File: src/rtl/mar_ctrl_pkg.sv
// Shared definitions for the MAR/memory access sequencer.
package mar_ctrl_pkg;

  localparam int unsigned MAR_ADDR_W = 13;
  localparam int unsigned MAR_DATA_W = 16;

  // Width of the memory latency down-counter (MEM_LAT up to 15).
  localparam int unsigned CNT_W = 4;

  // Requester IDs, also used as the arbiter grant encoding.
  localparam logic REQ_IF = 1'b0;
  localparam logic REQ_LS = 1'b1;

  typedef enum logic [2:0] {
    ST_IDLE   = 3'd0,
    ST_LOAD   = 3'd1,
    ST_SELECT = 3'd2,
    ST_ACCESS = 3'd3,
    ST_WAIT   = 3'd4,
    ST_RESP   = 3'd5
  } state_e;

endpackage

File: src/rtl/rr_arb2.sv
// Two-input round-robin arbiter; remembers the last winner so a tie goes to the other side.
module rr_arb2
  import mar_ctrl_pkg::*;
(
  input  logic       clk,
  input  logic       rst,
  input  logic [1:0] req_i,       // [0] = IF, [1] = LS
  input  logic       upd_i,       // commit the current grant as last winner
  output logic       gnt_valid_o,
  output logic       gnt_id_o
);

  logic last_grant_q, last_grant_d;

  // Grant decode and last-winner update.
  always_comb begin
    gnt_valid_o = |req_i;
    case (req_i)
      2'b01:   gnt_id_o = REQ_IF;
      2'b10:   gnt_id_o = REQ_LS;
      2'b11:   gnt_id_o = ~last_grant_q;
      default: gnt_id_o = REQ_IF;
    endcase
    last_grant_d = last_grant_q;
    if (upd_i && gnt_valid_o) begin
      last_grant_d = gnt_id_o;
    end
  end

  // Reset to LS so IF wins the first tie.
  always_ff @(posedge clk) begin
    if (rst) begin
      last_grant_q <= REQ_LS;
    end else begin
      last_grant_q <= last_grant_d;
    end
  end

endmodule

File: src/rtl/mar_access_ctrl.sv
// Sequences MAR load/select and the memory strobe for two requesters (fetch and load/store).
module mar_access_ctrl
  import mar_ctrl_pkg::*;
#(
  parameter int unsigned ADDR_W  = MAR_ADDR_W,
  parameter int unsigned DATA_W  = MAR_DATA_W,
  parameter int unsigned MEM_LAT = 2
) (
  input  logic              clk,
  input  logic              rst,
  input  logic              if_req,
  input  logic [ADDR_W-1:0] if_addr,
  output logic              if_ack,
  output logic [DATA_W-1:0] if_rdata,
  input  logic              ls_req,
  input  logic              ls_we,
  input  logic [ADDR_W-1:0] ls_addr,
  input  logic [DATA_W-1:0] ls_wdata,
  output logic              ls_ack,
  output logic [DATA_W-1:0] ls_rdata,
  output logic              wr_MAR,
  output logic              re_MAR,
  output logic [ADDR_W-1:0] mar_din,
  output logic              mem_rd,
  output logic              mem_wr,
  output logic [DATA_W-1:0] mem_wdata,
  input  logic [DATA_W-1:0] mem_rdata,
  output logic              busy,
  output logic              grant_ls
);

  localparam logic [CNT_W-1:0] WaitLoad = CNT_W'(MEM_LAT - 32'd1);

  state_e            state_q, state_d;
  logic [CNT_W-1:0]  cnt_q, cnt_d;
  logic              gnt_q, gnt_d;
  logic              we_q, we_d;
  logic [ADDR_W-1:0] addr_q, addr_d;
  logic [DATA_W-1:0] wdata_q, wdata_d;
  logic [DATA_W-1:0] if_rdata_q, if_rdata_d;
  logic [DATA_W-1:0] ls_rdata_q, ls_rdata_d;
  logic              wr_mar_q, wr_mar_d;
  logic              re_mar_q, re_mar_d;
  logic              mem_rd_q, mem_rd_d;
  logic              mem_wr_q, mem_wr_d;
  logic              if_ack_q, if_ack_d;
  logic              ls_ack_q, ls_ack_d;
  logic              busy_q, busy_d;

  logic arb_valid, arb_id, arb_upd;

  rr_arb2 u_arb (
    .clk         (clk),
    .rst         (rst),
    .req_i       ({ls_req, if_req}),
    .upd_i       (arb_upd),
    .gnt_valid_o (arb_valid),
    .gnt_id_o    (arb_id)
  );

  // Next state, transaction latches and registered-output next values.
  always_comb begin
    state_d    = state_q;
    cnt_d      = cnt_q;
    gnt_d      = gnt_q;
    we_d       = we_q;
    addr_d     = addr_q;
    wdata_d    = wdata_q;
    if_rdata_d = if_rdata_q;
    ls_rdata_d = ls_rdata_q;
    arb_upd    = 1'b0;

    unique case (state_q)
      ST_IDLE: begin
        if (arb_valid) begin
          arb_upd = 1'b1;
          gnt_d   = arb_id;
          if (arb_id == REQ_LS) begin
            addr_d  = ls_addr;
            we_d    = ls_we;
            wdata_d = ls_wdata;
          end else begin
            addr_d = if_addr;
            we_d   = 1'b0;
          end
          state_d = ST_LOAD;
        end
      end
      ST_LOAD:   state_d = ST_SELECT;
      ST_SELECT: state_d = ST_ACCESS;
      ST_ACCESS: begin
        cnt_d   = WaitLoad;
        state_d = ST_WAIT;
      end
      ST_WAIT: begin
        if (cnt_q == '0) begin
          state_d = ST_RESP;
          // Memory data is valid in the last wait cycle; stores leave rdata alone.
          if (!we_q) begin
            if (gnt_q == REQ_LS) begin
              ls_rdata_d = mem_rdata;
            end else begin
              if_rdata_d = mem_rdata;
            end
          end
        end else begin
          cnt_d = cnt_q - 4'd1;
        end
      end
      ST_RESP:   state_d = ST_IDLE;
      default:   state_d = ST_IDLE;
    endcase

    // Outputs are registered, so derive them from the state being entered.
    wr_mar_d = (state_d == ST_LOAD);
    // MAR floats when neither strobe is set, so keep re_MAR up through WAIT.
    re_mar_d = (state_d == ST_SELECT) || (state_d == ST_ACCESS) || (state_d == ST_WAIT);
    mem_rd_d = (state_d == ST_ACCESS) && !we_q;
    mem_wr_d = (state_d == ST_ACCESS) && we_q;
    if_ack_d = (state_d == ST_RESP) && (gnt_q == REQ_IF);
    ls_ack_d = (state_d == ST_RESP) && (gnt_q == REQ_LS);
    busy_d   = (state_d != ST_IDLE);
  end

  // State and output registers with synchronous reset.
  always_ff @(posedge clk) begin
    if (rst) begin
      state_q    <= ST_IDLE;
      cnt_q      <= '0;
      gnt_q      <= REQ_IF;
      we_q       <= 1'b0;
      addr_q     <= '0;
      wdata_q    <= '0;
      if_rdata_q <= '0;
      ls_rdata_q <= '0;
      wr_mar_q   <= 1'b0;
      re_mar_q   <= 1'b0;
      mem_rd_q   <= 1'b0;
      mem_wr_q   <= 1'b0;
      if_ack_q   <= 1'b0;
      ls_ack_q   <= 1'b0;
      busy_q     <= 1'b0;
    end else begin
      state_q    <= state_d;
      cnt_q      <= cnt_d;
      gnt_q      <= gnt_d;
      we_q       <= we_d;
      addr_q     <= addr_d;
      wdata_q    <= wdata_d;
      if_rdata_q <= if_rdata_d;
      ls_rdata_q <= ls_rdata_d;
      wr_mar_q   <= wr_mar_d;
      re_mar_q   <= re_mar_d;
      mem_rd_q   <= mem_rd_d;
      mem_wr_q   <= mem_wr_d;
      if_ack_q   <= if_ack_d;
      ls_ack_q   <= ls_ack_d;
      busy_q     <= busy_d;
    end
  end

  assign wr_MAR    = wr_mar_q;
  assign re_MAR    = re_mar_q;
  assign mar_din   = addr_q;
  assign mem_rd    = mem_rd_q;
  assign mem_wr    = mem_wr_q;
  assign mem_wdata = wdata_q;
  assign if_ack    = if_ack_q;
  assign if_rdata  = if_rdata_q;
  assign ls_ack    = ls_ack_q;
  assign ls_rdata  = ls_rdata_q;
  assign busy      = busy_q;
  assign grant_ls  = gnt_q;

endmodule

File: config.mk
export PLATFORM = sky130hd
export DESIGN_NAME = mar_access_ctrl
export DESIGN_NICKNAME = d
export VERILOG_FILES = /design/src/rtl/mar_ctrl_pkg.sv /design/src/rtl/rr_arb2.sv /design/src/rtl/mar_access_ctrl.sv
export SDC_FILE = /design/constraint.sdc
export NUM_CORES = 1
export LEC_CHECK = 0
export CORE_UTILIZATION = 35
export DETAILED_ROUTE_END_ITERATION = 16
export HOLD_SLACK_MARGIN = 0.06
export PLACE_DENSITY = 0.74
export SLEW_MARGIN = 10
export SYNTH_ARGS = -nofsm -noshare
export SYNTH_HDL_FRONTEND = slang
export SYNTH_SLANG_ARGS = --single-unit
File: constraint.sdc
create_clock -name clk -period 3.6 [get_ports clk]
set_input_delay 0.36 -clock clk [delete_from_list [all_inputs] [get_ports clk]]
set_output_delay 0.36 -clock clk [all_outputs]
set_load 0.03 [all_outputs]
Word level (Yosys, flattened, before mapping) --
Index checks and enable logic that the tools add are counted.
Word-level totals: word-level logic and storage cells 60, input bits 63, register bits 78, output and inout port bits 69
Operators by class: bitwise gates (word level) 3, equality and inequality tests 12, multiplexer cells 10, reduce and logical (&&, ||, !) cells 18, $add $sub $neg 1
Operators by type and width (number):
- $pmux W3 S5 | 1
- $mux W13 | 1
- $eq A3 B2 Y1 const B | 4
- $eq A3 B3 Y1 const B | 3
- $pmux W4 S2 | 1
- $reduce_and A4 Y1 | 2
- $eq A3 B1 Y1 const B | 2
- $mux W3 | 2
- $logic_and A1 B1 Y1 | 5
- $eq A2 B2 Y1 const B | 2
- $logic_not A4 Y1 | 1
- $mux W4 | 1
- $reduce_and A2 Y1 | 2
- $sub A4 B1 Y4 const B | 1
- $logic_not A3 Y1 | 1
- $mux W1 | 3
- $not A1 Y1 | 3
- $reduce_and A3 Y1 | 1
- $reduce_bool A3 Y1 | 1
- $logic_or A1 B1 Y1 | 2
- $ne A2 B2 Y1 const B | 1
- $pmux W1 S2 | 1
- $reduce_bool A2 Y1 | 1
- $reduce_or A2 Y1 | 1
- $logic_not A1 Y1 | 1

Longest topological paths before layout --
Gate-level depths: netlist of run 1.
depth after elaboration 6, mapped depth 8, depth with buffers taken out 5

Modules after synthesis --
A second synthesis of run 1 with hierarchy kept.
Second synthesis, totals: cells, all modules 359, area total of the unflattened synthesis 3337.0 µm²
By module, submodules not included:
- mar_access_ctrl | sequential area each 1541.5 µm², area an instance 3280.6 µm², cells each 353, times used 1
- rr_arb2 | sequential area each 20.0 µm², area an instance 56.3 µm², cells each 6, times used 1

Worst setup path after synthesis of run 1 --
No wires, ideal clock.
kind register to register, start point register cnt_q[0], end point register if_rdata_q[10] (netlist: if_rdata[10]), path slack 1603 ps, path buffers 3, setup time 118 ps, cell stages (with the launch flop) 9, arrival 1878 ps, period minus slack after synthesis 1997 ps, cells stage by stage dfxtp_1 inv_1 ha_1 or3b_1 clkbuf_2 or4_4 buf_6 buf_12 mux2i_1
On the way: cells in the longest elaborated chain, start to end 2
RTL lines:
- start: declaration | RTL line mar_access_ctrl.sv:35 | logic [CNT_W-1:0] cnt_q, cnt_d;
- start signal: assignment | RTL line mar_access_ctrl.sv:145 | cnt_q <= cnt_d;
- $logic_not A4 Y1 | RTL line mar_access_ctrl.sv:96 | if (cnt_q == '0) begin
- $reduce_and A4 Y1 (no source line)
- end signal: assignment | RTL line mar_access_ctrl.sv:150 | if_rdata_q <= if_rdata_d;
- end: declaration | RTL line mar_access_ctrl.sv:40 | logic [DATA_W-1:0] if_rdata_q, if_rdata_d;
Every way passes these cells. A chain may end at the register's enable or synchronous reset.

Final worst setup path of run 1 --
start point register state_q[2], end point register wdata_q[7] (netlist: mem_wdata[7])
On the way: cells in the longest elaborated chain, start to end 2
RTL lines:
- start: declaration | RTL line mar_access_ctrl.sv:34 | state_e state_q, state_d;
- start signal: assignment | RTL line mar_access_ctrl.sv:144 | state_q <= state_d;
- $logic_not A3 Y1 | RTL line mar_access_ctrl.sv:73 | unique case (state_q)
- $reduce_and A3 Y1 (no source line)
- end signal: assignment | RTL line mar_access_ctrl.sv:149 | wdata_q <= wdata_d;
- end: declaration | RTL line mar_access_ctrl.sv:39 | logic [DATA_W-1:0] wdata_q, wdata_d;
Every way passes these cells.

==> results.cfg, run 1 <==
[run_status]
status = completed

[global_routing]
track_usage_pct = 16.6
grt_max_degree = 62
grt_pass1_wl_um = 12800
gr-total-overflow = 0
grt_pass1_vias = 2731
antenna_found_initial = 0

[critical_path]
crit_required_ns = 3.87
rr_worst_depth = 4
end_kind = register
worstPathCellList = nor3_1, and3_1, buf_4, mux2i_1
cp-start-kind = register
cp_slowest_cell = and3_1
critical_path.max_stage_delay_ns = 0.84
crit_fanout = 21
critPathArrivalTime_ns = 2.66
critPathKind = reg2reg

[routing]
drcViolationCount = 0
finalWirelength_um = 7830
wl_per_cell_um = 13.5
final_antenna_net_count = 0
firstDrtPassIters = 5
vias_per_cell = 4.88
dr.first_iter.drc_count = 158
via_count = 2829

[synth]
ys_seq_elements = 78
async_reset_ff_share_pct = 0
yosysWarnings = 0
netlist_area_um2 = 3190
synth_top_area_cell = dfxtp_1
synthMuxAreaShare_pct = 15.1
synth_edf_count = 0
synth_cell_types = 39
synth_top_area_share_pct = 48.9
yosysSeqAreaShare_pct = 48.9
synth_area_leaders = dfxtp_1 (49%), mux2i_1 (15%), nand2_1 (11%)
syn_nets = 414
synth_top_family_by_area = simple AND/OR/NAND/NOR gates
synth-simple-area-share_pct = 19.4
netlist_instances = 349
syn_area_per_cell_um2 = 9.15
post_synth_fa_ha_maj_area_fraction_pct = 0.784
ys.flop_type = dfxtp_1
synthXorXnorAreaFrac_pct = 0.274
synth_compound_area_share_pct = 7.13

[cts]
postCtsHoldBufs = 0
cts_tree = built
htreeDepth = 3
clk_latency_ns = 0.34
cts_buffers = 9
clockBufferDepth = 2
ctsResizeCount = 0
cts_setup_buffers = 0
cts-root-buf = clkbuf_8
clk_pin_slew_ns = 0.08
cts.sinks = 78

[cells_and_area]
fillCellCount = 821
stdcell_area_um2 = 4730
area_delta_synth_final_pct = 48.3
layout-drive-gt1-share_pct = 4.45
finalNonFillerCells = 580
fin_util_pct = 54.0
diodes = 0
final_nets = 532

[die]
core_um2 = 8760
die_height_um = 97.5
dieArea_um2 = 9510
io-pin-count = 132
num_rows = 34
die_w_um = 97.5
initial_utilization_pct = 36.4

[sta]
finalSetupViolations = 0
hold_ws_ns = 0.460
fin_crit_sh_pct = 66.4
finClkSkew_ns = 0.00737
worstMarginPinSlew_ns = 0.999
fin_crit_ns = 2.39
finalHoldViolCount = 0
setup_tns_ns = 0
clock.fmax_mhz = 418
slew_violations = 0
slew_headroom_pct = 33.4
rsz0062_at_grt = false

[pwr]
ir_worst_vdd_v = 0.000312
leakage_nw = 1.93
p_per_area_nw_per_um2 = 447

[placement]
dp_hpwl_um = 5690
port_buffers = 131
postPlaceCellArea_um2 = 4520
gp_congestion = 0.741
dp.cells = 564

[hold_path]
hp-class = reg2reg
hold_depth = 2

[flow_run]
cap_violations = 0
-- cell families (layout without fill, tap and decap cells) --
group | after synthesis | in the layout
buf+inv | 57 | 180
simple gates | 134 | 134
flops | 78 | 78
mux | 48 | 48
compound gates | 29 | 29
fa+ha+maj | 2 | 2
xor+xnor | 1 | 1
-- metrics by stage --
| stage | total power [mW] | setup WS, ns |
|---|---|---|
| final | 2.12 | 1.21 |
| after global routing | 2.21 | 0.994 |
| after CTS | 2.14 | 1.19 |
| after detailed placement | 1.43 | 1.03 |
| after global placement | 1.42 | 1.12 |
| after floorplan | 1.23 | 1.60 |
-- routing by layer --
metal	vias up	wire (um)	part of all wire, %	global-route usage [%]
met5	-	0	0	0
met1	1310	3420	44	19.8
met4	0	82	1.0	5.43
met3	8	623	8.0	6.19
met2	101	3700	47	27.4
li1	1410	-	-	-
-- Yosys cell counts (3+ instances only) --
cell type	instances
or3_1	3
nor4b_1	4
a21oi_1	6
buf_2	5
nor3_1	3
clkbuf_1	16
nand2b_1	4
nor2_1	4
inv_1	30
a222oi_1	12
o21ai_0	5
dfxtp_1	78
nand2_1	96
buf_6	4
mux2i_1	48
-- final cells by class --
| cell class | instances | area [um^2] | area share, % |
|---|---|---|---|
| Clock inverter | 4 | 70.1 | 1.48 |
| Inverter | 30 | 113 | 2.38 |
| Tap cell | 108 | 135 | 2.85 |
| Sequential cell | 78 | 1560 | 33.0 |
| Multi-Input combinational cell | 214 | 1360 | 28.8 |
| Timing Repair Buffer | 134 | 1350 | 28.4 |
| Clock buffer | 12 | 145 | 3.07 |
-- placed cells by master, fill, tap and decap left out, types with 3 or more instances in the layout --
cell / synthesis / layout
nor2_1: 4 / 4
or3_1: 3 / 3
clkbuf_8: 0 / 10
o21ai_0: 5 / 5
nor3_1: 3 / 3
a222oi_1: 12 / 12
nand2b_1: 4 / 4
clkdlybuf4s50_1: 0 / 131
mux2i_1: 48 / 48
nor4b_1: 4 / 4
a21oi_1: 6 / 6
inv_1: 30 / 29
dfxtp_1: 78 / 78
nand2_1: 96 / 96
-- flip-flops by register name (all words and copies together) (netlist names), 3 cells and up --
name / count
if_rdata: 16
ls_rdata: 16
mem_wdata: 16
mar_din: 13
cnt_q: 4
state_q: 3
-- power breakdown --
group | total (mW) | leakage [nW] | switching (mW) | internal (mW)
Combinational | 0.447 | 1.19 | 0.234 | 0.213
Sequential | 0.961 | 0.636 | 0.0397 | 0.922
Clock | 0.707 | 0.110 | 0.299 | 0.408
Total | 2.12 | 1.93 | 0.573 | 1.54
-- final timing paths --
path	startpoint	endpoint	slack, ns
worst max-delay path	state_q[2]	mem_wdata[7]	1.21
worst max register to register	state_q[2]	mem_wdata[7]	1.21
worst min register to register	if_rdata[9]	if_rdata[9]	0.46
worst min-delay path	if_rdata[9]	if_rdata[9]	0.46
-- critical path: cells and delay by family, from the launching register on --
| kind | cells | cell delay [ns] |
|---|---|---|
| multiplexers | 1 | 0.21 |
| buffers and inverters | 1 | 0.35 |
| flip-flops | 1 | 0.44 |
| AND/OR/NAND/NOR | 2 | 1.31 |
No activity file was read; power rests on OpenSTA's default activity.
==> inputs of run 2 (changes only) <==
- PLACE_DENSITY: 0.74 -> 0.76
- clock period: 3.6 -> 2.1 ns (I/O delays scaled with it)
==> run 2 against run 1 <==
Cell count up 1.6%. Final area increased by 0.69%. Critical path depth up 1. Largest power group unchanged.
==> results.cfg, run 2 (synthesis gave the netlist of run 1 again) <==
[run_status]
status = completed

[routing]
met3WireLength_um = 591
drcViolationCount = 0
met1Wirelength_um = 3470
wl_met2_um = 3510
finalWirelength_um = 7700
via_count = 2844
wl_per_cell_um = 13.1
dr.first_iter.drc_count = 164
firstDrtPassIters = 5
vias_per_cell = 4.83
topRoutingLayerUsed = met4
final_antenna_net_count = 0

[global_routing]
antenna_found_initial = 0
grt_pass1_wl_um = 12700
grt_pass1_vias = 2753
gr-total-overflow = 0
grt_max_degree = 57
track_usage_pct = 16.4

[sta]
slew_headroom_pct = 67.8
finalSetupViolations = 0
worstMarginPinSlew_ns = 0.479
finalHoldViolCount = 0
finClkSkew_ns = 0.0153
setup_tns_ns = 0
hold_ws_ns = 0.411
rsz0062_at_grt = false
slew_violations = 0
fin_crit_sh_pct = 89.9
setup_slack_ns = 0.212
fin_crit_ns = 1.89
clock.fmax_mhz = 530

[critical_path]
cp-start-kind = register
critPathArrivalTime_ns = 2.12
crit_required_ns = 2.33
critPathKind = reg2reg
end_kind = register
crit_fanout = 12

[cells_and_area]
final_nets = 541
multiInputGateArea_um2 = 1360
stdcell_area_um2 = 4770
final_common_cell = clkdlybuf4s50_1
diodes = 0
area_delta_synth_final_pct = 49.3
fillCellCount = 777
register_area_um2 = 1560
layout-drive-gt1-share_pct = 6.65
layout_common_cells = clkdlybuf4s50_1 (131), nand2_1 (96), dfxtp_1 (78)

[pwr]
comb_power_share_pct = 22.7
clockPowerShare_pct = 29.7
p_per_area_nw_per_um2 = 726
leakage_nw = 1.95
p_sw_mw = 1.06
switching_share_pct = 30.7
seq_power_share_pct = 47.7
p_int_mw = 2.40
ir_worst_vdd_v = 0.000360

[flow_run]
cap_violations = 0

[cts]
ctsResizeCount = 0
htreeDepth = 3
clk_latency_ns = 0.35
clockBufferDepth = 2
postCtsHoldBufs = 0
cts_setup_buffers = 0
cts_tree = built
cts-root-buf = clkbuf_8
cts.sinks = 78
cts_buffers = 9
clk_pin_slew_ns = 0.10

[placement]
port_buffers = 131
pre_cts_ws_ns = 0.186
postPlaceCellArea_um2 = 4590
dp_hpwl_um = 5620
gp_congestion = 0.807

[die]
num_rows = 34
dieArea_um2 = 9510
initial_utilization_pct = 36.4
die_w_um = 97.5
core_um2 = 8760
io-pin-count = 132
die_height_um = 97.5

[hold_path]
hp-class = in2reg
-- run 2: cell count changes in the layout (fill, tap and decap cells not counted), sizes merged --
cell / before / now
clkinv: 2 / 0
buf: 3 / 12
bufinv: 2 / 0
clkbuf: 12 / 9
clkinvlp: 0 / 4
inv: 30 / 33
-- run 2: layer usage --
metal	global-route usage, %	up-vias
met2	26.3	110
met4	6.90	0
li1	-	1425
met1	20.4	1298
met5	0	-
met3	4.68	11
-- run 2: final timing paths --
check | startpoint | to | slack, ns | cells past startpoint
max reg2reg | cnt_q[0] | if_rdata[0] | 0.21 | 5
min | ls_wdata[12] | mem_wdata[12] | 0.41 | 3
min reg2reg | if_rdata[14] | if_rdata[14] | 0.46 | 2
max | cnt_q[0] | if_rdata[0] | 0.21 | 5
-- run 2: final cells by class --
type / count / area share (%)
Sequential cell: 78 / 32.8
Timing Repair Buffer: 143 / 29.7
Multi-Input combinational cell: 214 / 28.6
Tap cell: 108 / 2.84
Clock buffer: 9 / 2.60
Inverter: 30 / 2.36
Clock inverter: 7 / 1.18
-- run 2: power groups by stage --
stage                     clock [mW]  sequential (mW)  combinational, mW
after CTS                       1.07             1.65              0.787
after floorplan                    0             1.84              0.275
after detailed placement           0             1.68              0.784
after global routing            1.13             1.66              0.834
final                           1.03             1.65              0.783
after global placement             0             1.68              0.776
-- run 2: stage by stage --
step | util [%] | cells | total power [mW]
after CTS | 54.4 | 589 | 3.50
after global routing | 54.4 | 589 | 3.63
after floorplan | - | 349 | 2.11
final | 54.4 | 589 | 3.46
after detailed placement | 52.3 | 573 | 2.46
after global placement | 52.3 | 573 | 2.45
-- run 2: critical path, cell delays in order (launching register included) --
cell and delay, ns:
dfxtp_1 0.33, inv_1 0.10, ha_1 0.18, or3b_1 0.37, or4_4 0.63, mux2i_1 0.16
